==> src/rtl/reset_sequencer_pkg.sv <==
// Shared types and helpers for the ordered reset-release sequencer.
package reset_seq_pkg;

    typedef enum logic [1:0] {
        SYNC = 2'd0,
        HOLD = 2'd1,
        SEQ  = 2'd2,
        RUN  = 2'd3
    } seqState_t;

    // Down-counter width: wide enough for the larger load value, never zero bits.
    function automatic int cntWidth(input int step, input int hold);
        int max_v;
        int w;
        max_v = (step > hold) ? step : hold;
        w     = $clog2(max_v);
        return (w < 1) ? 1 : w;
    endfunction

endpackage

==> src/rtl/reset_sequencer_sync_chain.sv <==
// Reset-deassert synchroniser: async-clear flop chain shifting in a constant one.
module rst_sync_chain #(
    parameter int STAGES = 2
) (
    input  logic clk_i,
    input  logic rst_ni,
    output logic released_o
);

    logic [STAGES-1:0] sync_q;

    // Shift chain; clears immediately on reset, fills with ones after release.
    always_ff @(posedge clk_i or negedge rst_ni) begin
        if (!rst_ni) begin
            sync_q <= {STAGES{1'b0}};
        end else begin
            sync_q <= {sync_q[STAGES-2:0], 1'b1};
        end
    end

    assign released_o = sync_q[STAGES-1];

endmodule

==> src/rtl/reset_sequencer.sv <==
// Ordered reset-release sequencer: synchronised power-up release of CHANNELS
// resets one at a time, with cascading per-channel software resets.
module reset_sequencer
    import reset_seq_pkg::*;
#(
    parameter int CHANNELS    = 4,
    parameter int SYNC_STAGES = 2,
    parameter int STEP_CYCLES = 16,
    parameter int HOLD_CYCLES = 8
) (
    input  logic                clk_i,
    input  logic                rst_i,
    input  logic [CHANNELS-1:0] swRst_i,
    output logic [CHANNELS-1:0] rst_o,
    output logic                ready_o
);

    localparam int CW = cntWidth(STEP_CYCLES, HOLD_CYCLES);
    localparam int PW = $clog2(CHANNELS) + 1;
    localparam logic [CW-1:0] STEP_LOAD = CW'(STEP_CYCLES - 1);
    localparam logic [CW-1:0] HOLD_LOAD = CW'(HOLD_CYCLES - 1);
    localparam logic [PW-1:0] LAST_CH   = PW'(CHANNELS - 1);

    seqState_t           state_q, state_d;
    logic [CW-1:0]       cnt_q, cnt_d;
    logic [PW-1:0]       ptr_q, ptr_d;
    logic [CHANNELS-1:0] rst_q, rst_d;
    logic                ready_q, ready_d;

    logic                released_s;
    logic [PW-1:0]       req_idx_s;
    logic [CHANNELS-1:0] req_mask_s;
    logic [CHANNELS-1:0] rel_mask_s;

    rst_sync_chain #(
        .STAGES (SYNC_STAGES)
    ) u_sync (
        .clk_i      (clk_i),
        .rst_ni     (rst_i),
        .released_o (released_s)
    );

    // Lowest-set-bit encoder; scanning downward lets the lowest index win.
    always_comb begin
        req_idx_s = {PW{1'b0}};
        for (int i = CHANNELS - 1; i >= 0; i--) begin
            req_idx_s = swRst_i[i] ? PW'(i) : req_idx_s;
        end
    end

    // Cascade mask (requested channel and above) and single-channel release mask.
    always_comb begin
        req_mask_s = {CHANNELS{1'b0}};
        rel_mask_s = {CHANNELS{1'b0}};
        for (int i = 0; i < CHANNELS; i++) begin
            req_mask_s[i] = (PW'(i) >= req_idx_s);
            rel_mask_s[i] = (PW'(i) == ptr_q);
        end
    end

    // Sequencer state, counter, pointer and output registers.
    always_ff @(posedge clk_i or negedge rst_i) begin
        if (!rst_i) begin
            state_q <= SYNC;
            cnt_q   <= {CW{1'b0}};
            ptr_q   <= {PW{1'b0}};
            rst_q   <= {CHANNELS{1'b1}};
            ready_q <= 1'b0;
        end else begin
            state_q <= state_d;
            cnt_q   <= cnt_d;
            ptr_q   <= ptr_d;
            rst_q   <= rst_d;
            ready_q <= ready_d;
        end
    end

    // Next-state logic; a pending request outranks any release in the same cycle.
    always_comb begin
        state_d = state_q;
        cnt_d   = cnt_q;
        ptr_d   = ptr_q;
        rst_d   = rst_q;
        ready_d = ready_q;
        if ((state_q != SYNC) && (|swRst_i)) begin
            rst_d   = rst_q | req_mask_s;
            ptr_d   = (req_idx_s < ptr_q) ? req_idx_s : ptr_q;
            cnt_d   = HOLD_LOAD;
            state_d = HOLD;
            ready_d = 1'b0;
        end else begin
            case (state_q)
                SYNC: begin
                    if (released_s) begin
                        cnt_d   = STEP_LOAD;
                        state_d = SEQ;
                    end else begin
                        state_d = SYNC;
                    end
                end
                HOLD: begin
                    if (cnt_q == {CW{1'b0}}) begin
                        cnt_d   = STEP_LOAD;
                        state_d = SEQ;
                    end else begin
                        cnt_d = cnt_q - CW'(1);
                    end
                end
                SEQ: begin
                    if (cnt_q == {CW{1'b0}}) begin
                        rst_d = rst_q & ~rel_mask_s;
                        ptr_d = ptr_q + PW'(1);
                        if (ptr_q == LAST_CH) begin
                            state_d = RUN;
                            ready_d = 1'b1;
                        end else begin
                            cnt_d = STEP_LOAD;
                        end
                    end else begin
                        cnt_d = cnt_q - CW'(1);
                    end
                end
                RUN: begin
                    rst_d   = {CHANNELS{1'b0}};
                    ready_d = 1'b1;
                end
                default: begin
                    state_d = SYNC;
                end
            endcase
        end
    end

    assign rst_o   = rst_q;
    assign ready_o = ready_q;

endmodule

==> config.mk <==
export PLATFORM = sky130hd
export DESIGN_NAME = reset_sequencer
export DESIGN_NICKNAME = d
export VERILOG_FILES = /design/src/rtl/reset_sequencer_pkg.sv /design/src/rtl/reset_sequencer_sync_chain.sv /design/src/rtl/reset_sequencer.sv
export SDC_FILE = /design/constraint.sdc
export NUM_CORES = 1
export LEC_CHECK = 0
export BUFFER_PORTS_ARGS = -buffer_cell sky130_fd_sc_hd__buf_4
export CAP_MARGIN = 40
export CORE_ASPECT_RATIO = 1.4
export CORE_MARGIN = 4
export CORE_UTILIZATION = 33
export CTS_BUF_LIST = sky130_fd_sc_hd__clkbuf_16
export CTS_CLUSTER_DIAMETER = 100
export DETAILED_ROUTE_END_ITERATION = 8
export GPL_TIMING_DRIVEN = 0
export HOLD_SLACK_MARGIN = 0.05
export PLACE_DENSITY_LB_ADDON = 0.2
export SYNTH_ARGS = -nofsm -noshare
export SYNTH_HDL_FRONTEND = slang
export SYNTH_SLANG_ARGS = --single-unit
==> constraint.sdc <==
create_clock -name clk_i -period 4.5 [get_ports clk_i]
set_input_delay 0.45 -clock clk_i [delete_from_list [all_inputs] [get_ports clk_i]]
set_output_delay 0.45 -clock clk_i [all_outputs]
set_load 0.005 [all_outputs]
==> flow_metrics.py, run 1 <==
metrics = {
    "yosys": {
        "synthesized_netlist_cell_count": 112,
        "mappedNetlistNets": 128,
        "most_used_standard_cell_by_instance_count_after_synthesis": "sky130_fd_sc_hd__dfrtp_1",
        "syn_area_per_cell_um2": 9.57,
        "netlist.top_cell.by_area": "sky130_fd_sc_hd__dfrtp_1",
        "netlist_top_cells_area": "sky130_fd_sc_hd__dfrtp_1 (28%), sky130_fd_sc_hd__ha_1 (12%), sky130_fd_sc_hd__dfstp_2 (9.8%)",
        "synth.top_cell.area_share_pct": 28.0,
        "yosys_register_bits": 16,
        "synth_enable_flop_cells": 0,
        "fraction_of_registers_with_async_set_reset_pct": 100,
        "list_of_most_frequent_post_synthesis_cells": "sky130_fd_sc_hd__dfrtp_1 (12), sky130_fd_sc_hd__inv_1 (11), sky130_fd_sc_hd__ha_1 (10)",
        "synth_area_um2": 1070,
        "synth-seq-area-share_pct": 37.8,
        "synth_ff_type": "sky130_fd_sc_hd__dfrtp_1",
        "netlist-cell-type-count": 40,
        "yosys_warnings": 0,
    },
    "clock_network": {
        "worst_setup_hold_path_clk_slew_ps": 50,
        "worstSkewPairLatency_ps": 240,
        "postCtsHoldBufs": 0,
        "postCtsSetupBuffers": 0,
        "clockRootBuffer": "sky130_fd_sc_hd__clkbuf_16",
        "cts_max_level": 1,
        "tritoncts_buffers": 3,
        "tritoncts_num_sinks": 16,
        "cts.path.max_buffers": 2,
        "cts_resized": 0,
        "tritoncts_clock_tree": "built",
    },
    "placement": {
        "gp_congestion": 0.859,
        "portBuffers": 10,
        "hpwlAfterDp_um": 1760,
    },
    "pwr": {
        "total_power_uw": 436,
        "p_leak_uw": 0.000572,
        "power.density_cell_area_nw_per_um2": 342,
        "irDropWorstVdd_v": 0.000201,
    },
    "route": {
        "drt-wirelength-per-cell_um": 13.6,
        "post_drt_via_cell_ratio": 5.28,
        "antenna_violation_net_count_after_detailed_routing": 0,
        "drc_errors": 0,
        "routed_wl_um": 2250,
        "drt_first_pass_iters": 4,
        "drt-initial-drc-count": 25,
        "dr_total_vias": 871,
    },
    "min_path": {
        "worstHoldPathType": "input pin to async pin",
    },
    "finish": {
        "final_layout_net_count": 143,
        "syn2layout_area_growth_pct": 18.9,
        "final_util_pct": 40.8,
        "antenna-diode-count": 0,
        "drive_gt1_share_pct": 20.6,
    },
    "worst_setup_path": {
        "worst_setup_path_startpoint": "cnt_q[0]$_DFFE_PN0P_",
        "crit_fanout": 5,
        "worst_r2r_startpoint": "cnt_q[0]$_DFFE_PN0P_",
        "worstPathArrival_ps": 2090,
        "criticalPathCategory": "register to register",
        "crit_required_ps": 4630,
        "critPathLaunchType": "register",
        "cp-end-kind": "register",
    },
    "sta": {
        "fin_tns_setup_ps": 0,
        "worst_hold_slack_ps": 56.8,
        "setup_violations": 0,
        "post-route-min-period_ps": 1960,
        "fmax_ghz": 0.509,
        "timing.clock.skew_ps": 0.960,
        "unrepaired_setup_endpoints_after_global_routing": "false",
        "timing_max_transition_violations_final": 0,
        "timing_hold_violations_final": 0,
        "share_of_the_cycle_needed_by_the_critical_path_after_routing_pct": 43.6,
    },
    "grt": {
        "groute.layer.met1.usage_pct": 14.8,
        "grt_use_total_pct": 12.5,
        "grt_first_pass_wirelength_um": 4240,
        "grt_antenna_before_repair": 0,
        "grt_start_max_net_pins": 17,
        "grt.met3_usage_pct": 1.86,
        "via_count_of_the_first_global_routing_pass": 957,
        "grt_overflow": 0,
        "global_route.peak_usage_layer": "met2",
        "gr-usage-met2_pct": 22.4,
    },
    "floorplan": {
        "start_util_pct": 34.3,
        "io_pins": 11,
        "die-width_um": 56.2,
        "design.core.area_um2": 3120,
        "fp.dieH_um": 75.4,
        "num_rows": 24,
        "die-area_um2": 4240,
    },
    "run": {
        "drv_cap": 0,
    },
    "outcome": {
        "status": "finished clean",
    },
}
-- power breakdown --
group | internal, uW | switching, uW | total, uW | leakage (uW)
Sequential | 155 | 14.4 | 169 | 0.000182
Combinational | 45.0 | 48.8 | 93.8 | 0.000351
Clock | 118 | 54.8 | 173 | 0.0000385
-- worst paths after layout --
kind | endpoint | depth (start not counted) | slack [ps]
max in group asynchronous | rst_o[0]$_DFFE_PN1P_ | 1 | 4190
worst max-delay path | cnt_q[1]$_DFFE_PN0P_ | 6 | 2540
worst min-delay path | cnt_q[0]$_DFFE_PN0P_ | 1 | 60
min in group clk_i | u_sync.sync_q[1]$_DFF_PN0_ | 0 | 350
worst min register to register | u_sync.sync_q[1]$_DFF_PN0_ | 0 | 350
worst max register to register | cnt_q[1]$_DFFE_PN0P_ | 6 | 2540
-- cell usage in the layout (no fill, tap or decap), types with 2 or more instances in the layout --
cell / synthesis / layout
sky130_fd_sc_hd__a21oi_1: 9 / 9
sky130_fd_sc_hd__nor2b_1: 2 / 2
sky130_fd_sc_hd__inv_1: 11 / 11
sky130_fd_sc_hd__o21bai_1: 2 / 2
sky130_fd_sc_hd__mux2i_1: 2 / 2
sky130_fd_sc_hd__nand3_1: 2 / 2
sky130_fd_sc_hd__mux2_2: 2 / 2
sky130_fd_sc_hd__dfrtp_1: 12 / 12
sky130_fd_sc_hd__nor3_1: 2 / 2
sky130_fd_sc_hd__o21ai_0: 7 / 7
sky130_fd_sc_hd__clkbuf_16: 0 / 3
sky130_fd_sc_hd__or3_1: 3 / 3
sky130_fd_sc_hd__ha_1: 10 / 10
sky130_fd_sc_hd__clkbuf_1: 2 / 2
sky130_fd_sc_hd__dfstp_2: 4 / 4
sky130_fd_sc_hd__nand4_1: 2 / 2
sky130_fd_sc_hd__a21o_1: 3 / 3
sky130_fd_sc_hd__a211oi_1: 2 / 2
sky130_fd_sc_hd__buf_4: 1 / 11
sky130_fd_sc_hd__nor2_1: 9 / 9
sky130_fd_sc_hd__o22a_1: 3 / 3
sky130_fd_sc_hd__and3_1: 3 / 3
-- critical path: stages (launching register included) --
cell and delay, ps:
sky130_fd_sc_hd__dfrtp_1 410, sky130_fd_sc_hd__inv_1 90, sky130_fd_sc_hd__ha_1 220, sky130_fd_sc_hd__nor3b_2 280, sky130_fd_sc_hd__a32oi_1 240, sky130_fd_sc_hd__a21oi_2 250, sky130_fd_sc_hd__mux2_2 350
-- logic make-up (layout without fill, tap and decap cells) --
family,after synthesis,after routing,share of synthesized area [%]
AOI/OAI and AO/OA,37,37,23.7
and+or+nand+nor,30,30,17.3
DFF,16,16,37.8
buffers and inverters,14,28,5.25
adders and majority gates,10,10,11.7
muxes,4,4,3.97
other,1,1,0.350
-- layer usage --
| metal | vias to the layer above | wire, um |
|---|---|---|
| met2 | 17 | 1170 |
| met3 | 4 | 70 |
| met5 | - | 0 |
| li1 | 431 | - |
| met4 | 0 | 33 |
| met1 | 419 | 970 |
-- layout make-up --
type	instances	area, um^2
well taps	39	48.8
multi-input cells	82	611
inverters	11	41.3
clock buffers	3	75.1
plain buffers	3	15.0
flip-flops and latches	16	405
repair buffers	10	75.1
clock inverters	1	3.75
fillers	321	1850
-- through the flow --
step | cells | setup slack, ps | cell area [um^2]
final | 165 | 2540 | 1270
after global routing | 165 | 2340 | 1270
after CTS | 165 | 2550 | 1270
after detailed placement | 161 | 2560 | 1200
after global placement | 161 | 2560 | 1200
after floorplan | 112 | 2790 | 1070
-- state kept, by name, summed over array words and instances, names as in the netlist --
signal         cells
cnt_q              4
rst_o              4
ptr_q              3
state_q            2
u_sync.sync_q      2
ready_o            1
No activity file was read; power rests on OpenSTA's default activity.
==> inputs of run 2 (changes only) <==
==> constraint.sdc (replaced) <==
create_clock -name clk_i -period 1.95 [get_ports clk_i]
set_input_delay 0.195 -clock clk_i [delete_from_list [all_inputs] [get_ports clk_i]]
set_output_delay 0.195 -clock clk_i [all_outputs]
set_load 0.005 [all_outputs]
==> flow_metrics.py, run 2 (synthesis results as in run 1) <==
metrics = {
    "floorplan": {
        "io_pins": 11,
        "fp.dieH_um": 75.4,
        "die-width_um": 56.2,
        "start_util_pct": 34.3,
        "num_rows": 24,
        "design.core.area_um2": 3120,
        "die-area_um2": 4240,
    },
    "sta": {
        "timing_hold_violations_final": 0,
        "post-route-min-period_ps": 1820,
        "timing.clock.skew_ps": 0.788,
        "setup_violations": 0,
        "share_of_the_cycle_needed_by_the_critical_path_after_routing_pct": 93.4,
        "worst_hold_slack_ps": 347,
        "fin_tns_setup_ps": 0,
        "unrepaired_setup_endpoints_after_global_routing": "false",
        "timing_max_transition_violations_final": 0,
        "worst_slack_ps": 129,
        "fmax_ghz": 0.549,
    },
    "min_path": {
        "worstHoldPathType": "input pin to async pin",
    },
    "grt": {
        "grt_first_pass_wirelength_um": 4280,
        "grt_overflow": 0,
        "grt_use_total_pct": 12.6,
        "grt_start_max_net_pins": 17,
        "grt_antenna_before_repair": 0,
        "via_count_of_the_first_global_routing_pass": 956,
    },
    "clock_network": {
        "worst_setup_hold_path_clk_slew_ps": 50,
        "worstSkewPairLatency_ps": 240,
        "tritoncts_buffers": 3,
        "tritoncts_num_sinks": 16,
        "cts_max_level": 1,
        "cts.path.max_buffers": 2,
        "tritoncts_clock_tree": "built",
        "clockRootBuffer": "sky130_fd_sc_hd__clkbuf_16",
    },
    "pwr": {
        "p_leak_uw": 0.000594,
        "irDropWorstVdd_v": 0.000466,
        "power.density_cell_area_nw_per_um2": 761,
    },
    "route": {
        "met2_length_um": 1230,
        "wire_length_on_met3_um": 69,
        "met1_wl_um": 1000,
        "antenna_violation_net_count_after_detailed_routing": 0,
        "drt_first_pass_iters": 4,
        "drt-wirelength-per-cell_um": 13.9,
        "post_drt_via_cell_ratio": 5.26,
        "highest-signal-layer": "met4",
        "dr_total_vias": 879,
        "routed_wl_um": 2320,
        "drt-initial-drc-count": 21,
        "drc_errors": 0,
    },
    "finish": {
        "layout_common_cells": "sky130_fd_sc_hd__buf_4 (12), sky130_fd_sc_hd__dfrtp_1 (12), sky130_fd_sc_hd__inv_1 (10)",
        "drive_gt1_share_pct": 25.8,
        "final_layout_net_count": 145,
        "final_cells": 167,
        "filler_cell_count": 316,
        "antenna-diode-count": 0,
        "multiInputGateArea_um2": 642,
        "syn2layout_area_growth_pct": 23.7,
        "final_util_pct": 42.5,
        "seqCellArea_um2": 405,
    },
    "placement": {
        "gp_congestion": 0.859,
        "hpwlAfterDp_um": 1760,
        "portBuffers": 10,
        "placed_cells_incl_taps": 161,
        "pre_cts_slack_ps": 7.22,
    },
    "worst_setup_path": {
        "crit_required_ps": 2080,
        "critPathLaunchType": "register",
        "ff2ff_path_depth": 5,
        "cp-end-kind": "register",
        "regToRegEndpoint": "cnt_q[1]$_DFFE_PN0P_",
        "worst_r2r_startpoint": "state_q[1]$_DFFE_PN0P_",
        "rrSetupSlack_ps": 130,
        "worstPathArrival_ps": 1950,
        "criticalPathCategory": "register to register",
        "crit_fanout": 5,
    },
    "outcome": {
        "status": "finished clean",
    },
    "run": {
        "drv_cap": 0,
    },
}
==> run 2: worst max-delay path by stage <==
stage	start	end	slack, ps	cells past startpoint
final	state_q[1]$_DFFE_PN0P_	cnt_q[1]$_DFFE_PN0P_	130	5
after detailed placement	cnt_q[0]$_DFFE_PN0P_	cnt_q[0]$_DFFE_PN0P_	7	6
after global routing	cnt_q[0]$_DFFE_PN0P_	cnt_q[1]$_DFFE_PN0P_	9	6
after global placement	cnt_q[0]$_DFFE_PN0P_	cnt_q[0]$_DFFE_PN0P_	10	6
after CTS	cnt_q[0]$_DFFE_PN0P_	cnt_q[0]$_DFFE_PN0P_	10	6
after floorplan	cnt_q[0]$_DFFE_PN0P_	cnt_q[0]$_DFFE_PN0P_	240	6
==> run 2: routing by layer <==
| metal | vias to the layer above | track usage, % |
|---|---|---|
| met3 | 2 | 1.69 |
| met4 | 0 | 5.80 |
| met1 | 428 | 15.2 |
| met5 | - | 0 |
| met2 | 14 | 22.5 |
| li1 | 435 | - |
==> run 2: timing repair <==
item | in CTS | in global routing
resized for setup | 1 | 10
endpoints found under the setup margin | 2 | 10
hold buffers | 1 | 0
endpoints found under the hold margin | 16 | 0
pin swaps | 0 | 2
setup buffers | 0 | 1
==> run 2: area by class of cell <==
| cell class | instances | share of cell area [%] |
|---|---|---|
| inverters | 11 | 3.11 |
| well taps | 39 | 3.68 |
| clock buffers | 3 | 5.66 |
| flip-flops and latches | 16 | 30.6 |
| multi-input cells | 82 | 48.4 |
| plain buffers | 3 | 1.32 |
| repair buffers | 12 | 6.98 |
| clock inverters | 1 | 0.283 |
==> run 2: power breakdown <==
part / internal [uW] / switching (uW)
Sequential: 357 / 33.3
Combinational: 106 / 115
Clock: 272 / 126
==> run 2: critical path, stage by stage, from the launching register on <==
cell	delay, ps
sky130_fd_sc_hd__dfrtp_1	380
sky130_fd_sc_hd__inv_1	100
sky130_fd_sc_hd__ha_1	250
sky130_fd_sc_hd__or3_4	420
sky130_fd_sc_hd__a21oi_2	210
sky130_fd_sc_hd__mux2_2	350
==> run 2: metrics by stage <==
step | area, um^2 | total power, uW
after floorplan | 1070 | 545
after global placement | 1200 | 612
after detailed placement | 1200 | 613
after CTS | 1290 | 1020
after global routing | 1330 | 1070
final | 1330 | 1010
==> inputs of run 3 (changes only) <==
--- a/config.mk
+++ b/config.mk
@@ -5,6 +5,7 @@
 export SDC_FILE = /design/constraint.sdc
 export NUM_CORES = 1
 export LEC_CHECK = 0
+export ABC_AREA = 1
 export BUFFER_PORTS_ARGS = -buffer_cell sky130_fd_sc_hd__buf_4
 export CAP_MARGIN = 40
 export CORE_ASPECT_RATIO = 1.4
==> flow_metrics.py, run 3 <==
metrics = {
    "outcome": {
        "status": "finished clean",
    },
    "min_path": {
        "worstHoldPathType": "input pin to async pin",
    },
    "placement": {
        "portBuffers": 10,
        "hpwlAfterDp_um": 1950,
        "place_area_um2": 1280,
        "gp_congestion": 0.767,
    },
    "route": {
        "drt-initial-drc-count": 16,
        "dr_total_vias": 1031,
        "antenna_violation_net_count_after_detailed_routing": 0,
        "routed_wl_um": 2430,
        "post_drt_via_cell_ratio": 4.80,
        "drt_first_pass_iters": 6,
        "drc_errors": 0,
        "drt-wirelength-per-cell_um": 11.3,
    },
    "finish": {
        "total_non_filler_cell_area_in_the_finished_layout_um2": 1370,
        "layout_commonest_cell": "sky130_fd_sc_hd__nand2_1",
        "drive_gt1_share_pct": 15.4,
        "antenna-diode-count": 0,
        "layout_common_cells": "sky130_fd_sc_hd__nand2_1 (52), sky130_fd_sc_hd__inv_1 (22), sky130_fd_sc_hd__nand3_1 (17), sky130_fd_sc_hd__dfrtp_1 (12), sky130_fd_sc_hd__nor2_1 (11)",
        "filler_cell_count": 359,
        "syn2layout_area_growth_pct": 18.5,
        "final_util_pct": 40.6,
        "final_layout_net_count": 192,
    },
    "yosys": {
        "synth_ff_type": "sky130_fd_sc_hd__dfrtp_1",
        "fraction_of_registers_with_async_set_reset_pct": 100,
        "netlist_top_cells_area": "sky130_fd_sc_hd__dfrtp_1 (26%), sky130_fd_sc_hd__nand2_1 (17%), sky130_fd_sc_hd__ha_1 (11%)",
        "netlist.top_cell.by_area": "sky130_fd_sc_hd__dfrtp_1",
        "synth_enable_flop_cells": 0,
        "most_used_standard_cell_by_instance_count_after_synthesis": "sky130_fd_sc_hd__nand2_1",
        "synth.top_cell.area_share_pct": 26.0,
        "synth_area_um2": 1160,
        "mappedNetlistNets": 176,
        "synth-seq-area-share_pct": 35.1,
        "yosys_warnings": 0,
        "synthesized_netlist_cell_count": 160,
        "syn_area_per_cell_um2": 7.23,
        "netlist-cell-type-count": 24,
        "yosys_register_bits": 16,
        "list_of_most_frequent_post_synthesis_cells": "sky130_fd_sc_hd__nand2_1 (52), sky130_fd_sc_hd__inv_1 (22), sky130_fd_sc_hd__nand3_1 (17)",
    },
    "worst_setup_path": {
        "worst_setup_path_startpoint": "state_q[0]$_DFFE_PN0P_",
        "crit_required_ps": 2140,
        "rrSetupSlack_ps": 310,
        "cp-end-kind": "register",
        "worstSetupEndpoint": "cnt_q[3]$_DFFE_PN0P_",
        "crit_fanout": 5,
        "ff2ff_path_depth": 9,
        "worstPathArrival_ps": 1830,
        "worst_r2r_startpoint": "state_q[0]$_DFFE_PN0P_",
        "regToRegEndpoint": "cnt_q[3]$_DFFE_PN0P_",
        "critPathLaunchType": "register",
        "criticalPathCategory": "register to register",
    },
    "pwr": {
        "internal-power_uw": 1230,
        "power.density_cell_area_nw_per_um2": 1550,
        "power.combinational.fraction_pct": 52.1,
        "pwr-share-seq_pct": 28.9,
        "p_leak_uw": 0.000734,
        "share_clk_of_total_power_pct": 19.1,
        "swShare_pct": 41.9,
        "switching_power_uw": 892,
        "total_power_uw": 2130,
        "irDropWorstVdd_v": 0.000652,
    },
    "grt": {
        "grt_antenna_before_repair": 0,
        "grt_use_total_pct": 12.6,
        "grt_overflow": 0,
        "via_count_of_the_first_global_routing_pass": 1078,
        "grt_start_max_net_pins": 17,
        "grt_first_pass_wirelength_um": 4370,
    },
    "floorplan": {
        "num_rows": 25,
        "die-width_um": 58.0,
        "die-area_um2": 4530,
        "start_util_pct": 34.2,
        "design.core.area_um2": 3380,
        "io_pins": 11,
        "fp.dieH_um": 78.0,
    },
    "clock_network": {
        "tritoncts_num_sinks": 16,
        "tritoncts_clock_tree": "built",
        "tritoncts_buffers": 3,
        "cts_max_level": 1,
        "cts_resized": 0,
        "clockRootBuffer": "sky130_fd_sc_hd__clkbuf_16",
        "postCtsHoldBufs": 1,
        "worst_setup_hold_path_clk_slew_ps": 50,
        "cts.path.max_buffers": 2,
        "worstSkewPairLatency_ps": 250,
        "postCtsSetupBuffers": 0,
    },
    "sta": {
        "fmax_ghz": 0.609,
        "setup_violations": 0,
        "fin_tns_setup_ps": 0,
        "timing.clock.skew_ps": 1.30,
        "post-route-min-period_ps": 1640,
        "timing_max_transition_violations_final": 0,
        "unrepaired_setup_endpoints_after_global_routing": "false",
        "share_of_the_cycle_needed_by_the_critical_path_after_routing_pct": 84.3,
        "timing_hold_violations_final": 0,
    },
    "run": {
        "drv_cap": 0,
    },
}
[run 3: cell types whose count changed in the layout (fill, tap and decap cells not counted), sizes merged, moves of 4 or more]
cell | previous run | this run
nor2 | 9 | 13
nand3 | 2 | 19
a21oi | 10 | 3
inv | 11 | 23
nand2 | 0 | 54
nand4 | 2 | 6
[run 3: cell families after synthesis]
| logic type | count (synthesis) | share of synthesized area (%) |
|---|---|---|
| adders and majority gates | 10 | 10.8 |
| AOI/OAI and AO/OA | 12 | 5.63 |
| buffers and inverters | 25 | 10.5 |
| and+or+nand+nor | 96 | 37.7 |
| other | 1 | 0.324 |
| DFF | 16 | 35.1 |
[run 3: final cells by class]
class / count / area [um^2] / share of cell area (%)
plain buffers: 2 / 35.0 / 2.56
clock buffers: 3 / 75.1 / 5.48
clock inverters: 1 / 3.75 / 0.274
inverters: 23 / 86.3 / 6.30
multi-input cells: 119 / 629 / 45.9
flip-flops and latches: 16 / 405 / 29.6
well taps: 40 / 50.0 / 3.65
repair buffers: 11 / 85.1 / 6.21
[run 3: routing by layer]
layer  global-route usage (%)  vias up  share of wire [%]
met5                        0        -                  0
met2                     20.9       16                 50
li1                         -      542                  -
met4                     7.89        0                1.7
met3                     4.28        4                4.2
met1                     13.2      469                 44
[run 3: power groups by stage]
| stage | clock [uW] | combinational, uW | sequential (uW) |
|---|---|---|---|
| detailed placement | 0 | 1120 | 620 |
| finish | 406 | 1110 | 614 |
| floorplan | 0 | 840 | 599 |
| global route | 437 | 1280 | 639 |
| global placement | 0 | 1100 | 615 |
| CTS | 412 | 1120 | 616 |
[run 3: how the worst min path moves through the flow]
stage,endpoint,startpoint,depth (start not counted)
after CTS,state_q[0]$_DFFE_PN0P_,rst_i,2
after global placement,state_q[0]$_DFFE_PN0P_,rst_i,1
after floorplan,cnt_q[0]$_DFFE_PN0P_,rst_i,0
after global routing,state_q[0]$_DFFE_PN0P_,rst_i,2
after detailed placement,state_q[0]$_DFFE_PN0P_,rst_i,1
final,state_q[0]$_DFFE_PN0P_,rst_i,2
[run 3: through the flow]
stage | hold slack, ps | cells | setup slack, ps
final | 336 | 215 | 307
after global routing | 358 | 215 | 167
after CTS | 342 | 215 | 292
after detailed placement | 64.8 | 210 | 305
after global placement | 63.5 | 210 | 336
after floorplan | -101 | 160 | 518
[run 3: critical path, cell delays in order, from the launching register on]
cell	delay, ps
sky130_fd_sc_hd__dfrtp_1	390
sky130_fd_sc_hd__inv_1	80
sky130_fd_sc_hd__ha_1	290
sky130_fd_sc_hd__inv_2	100
sky130_fd_sc_hd__nand2_1	60
sky130_fd_sc_hd__nor3_1	280
sky130_fd_sc_hd__nor2_2	110
sky130_fd_sc_hd__nand2_1	130
sky130_fd_sc_hd__nand2_1	70
sky130_fd_sc_hd__nand2_1	60
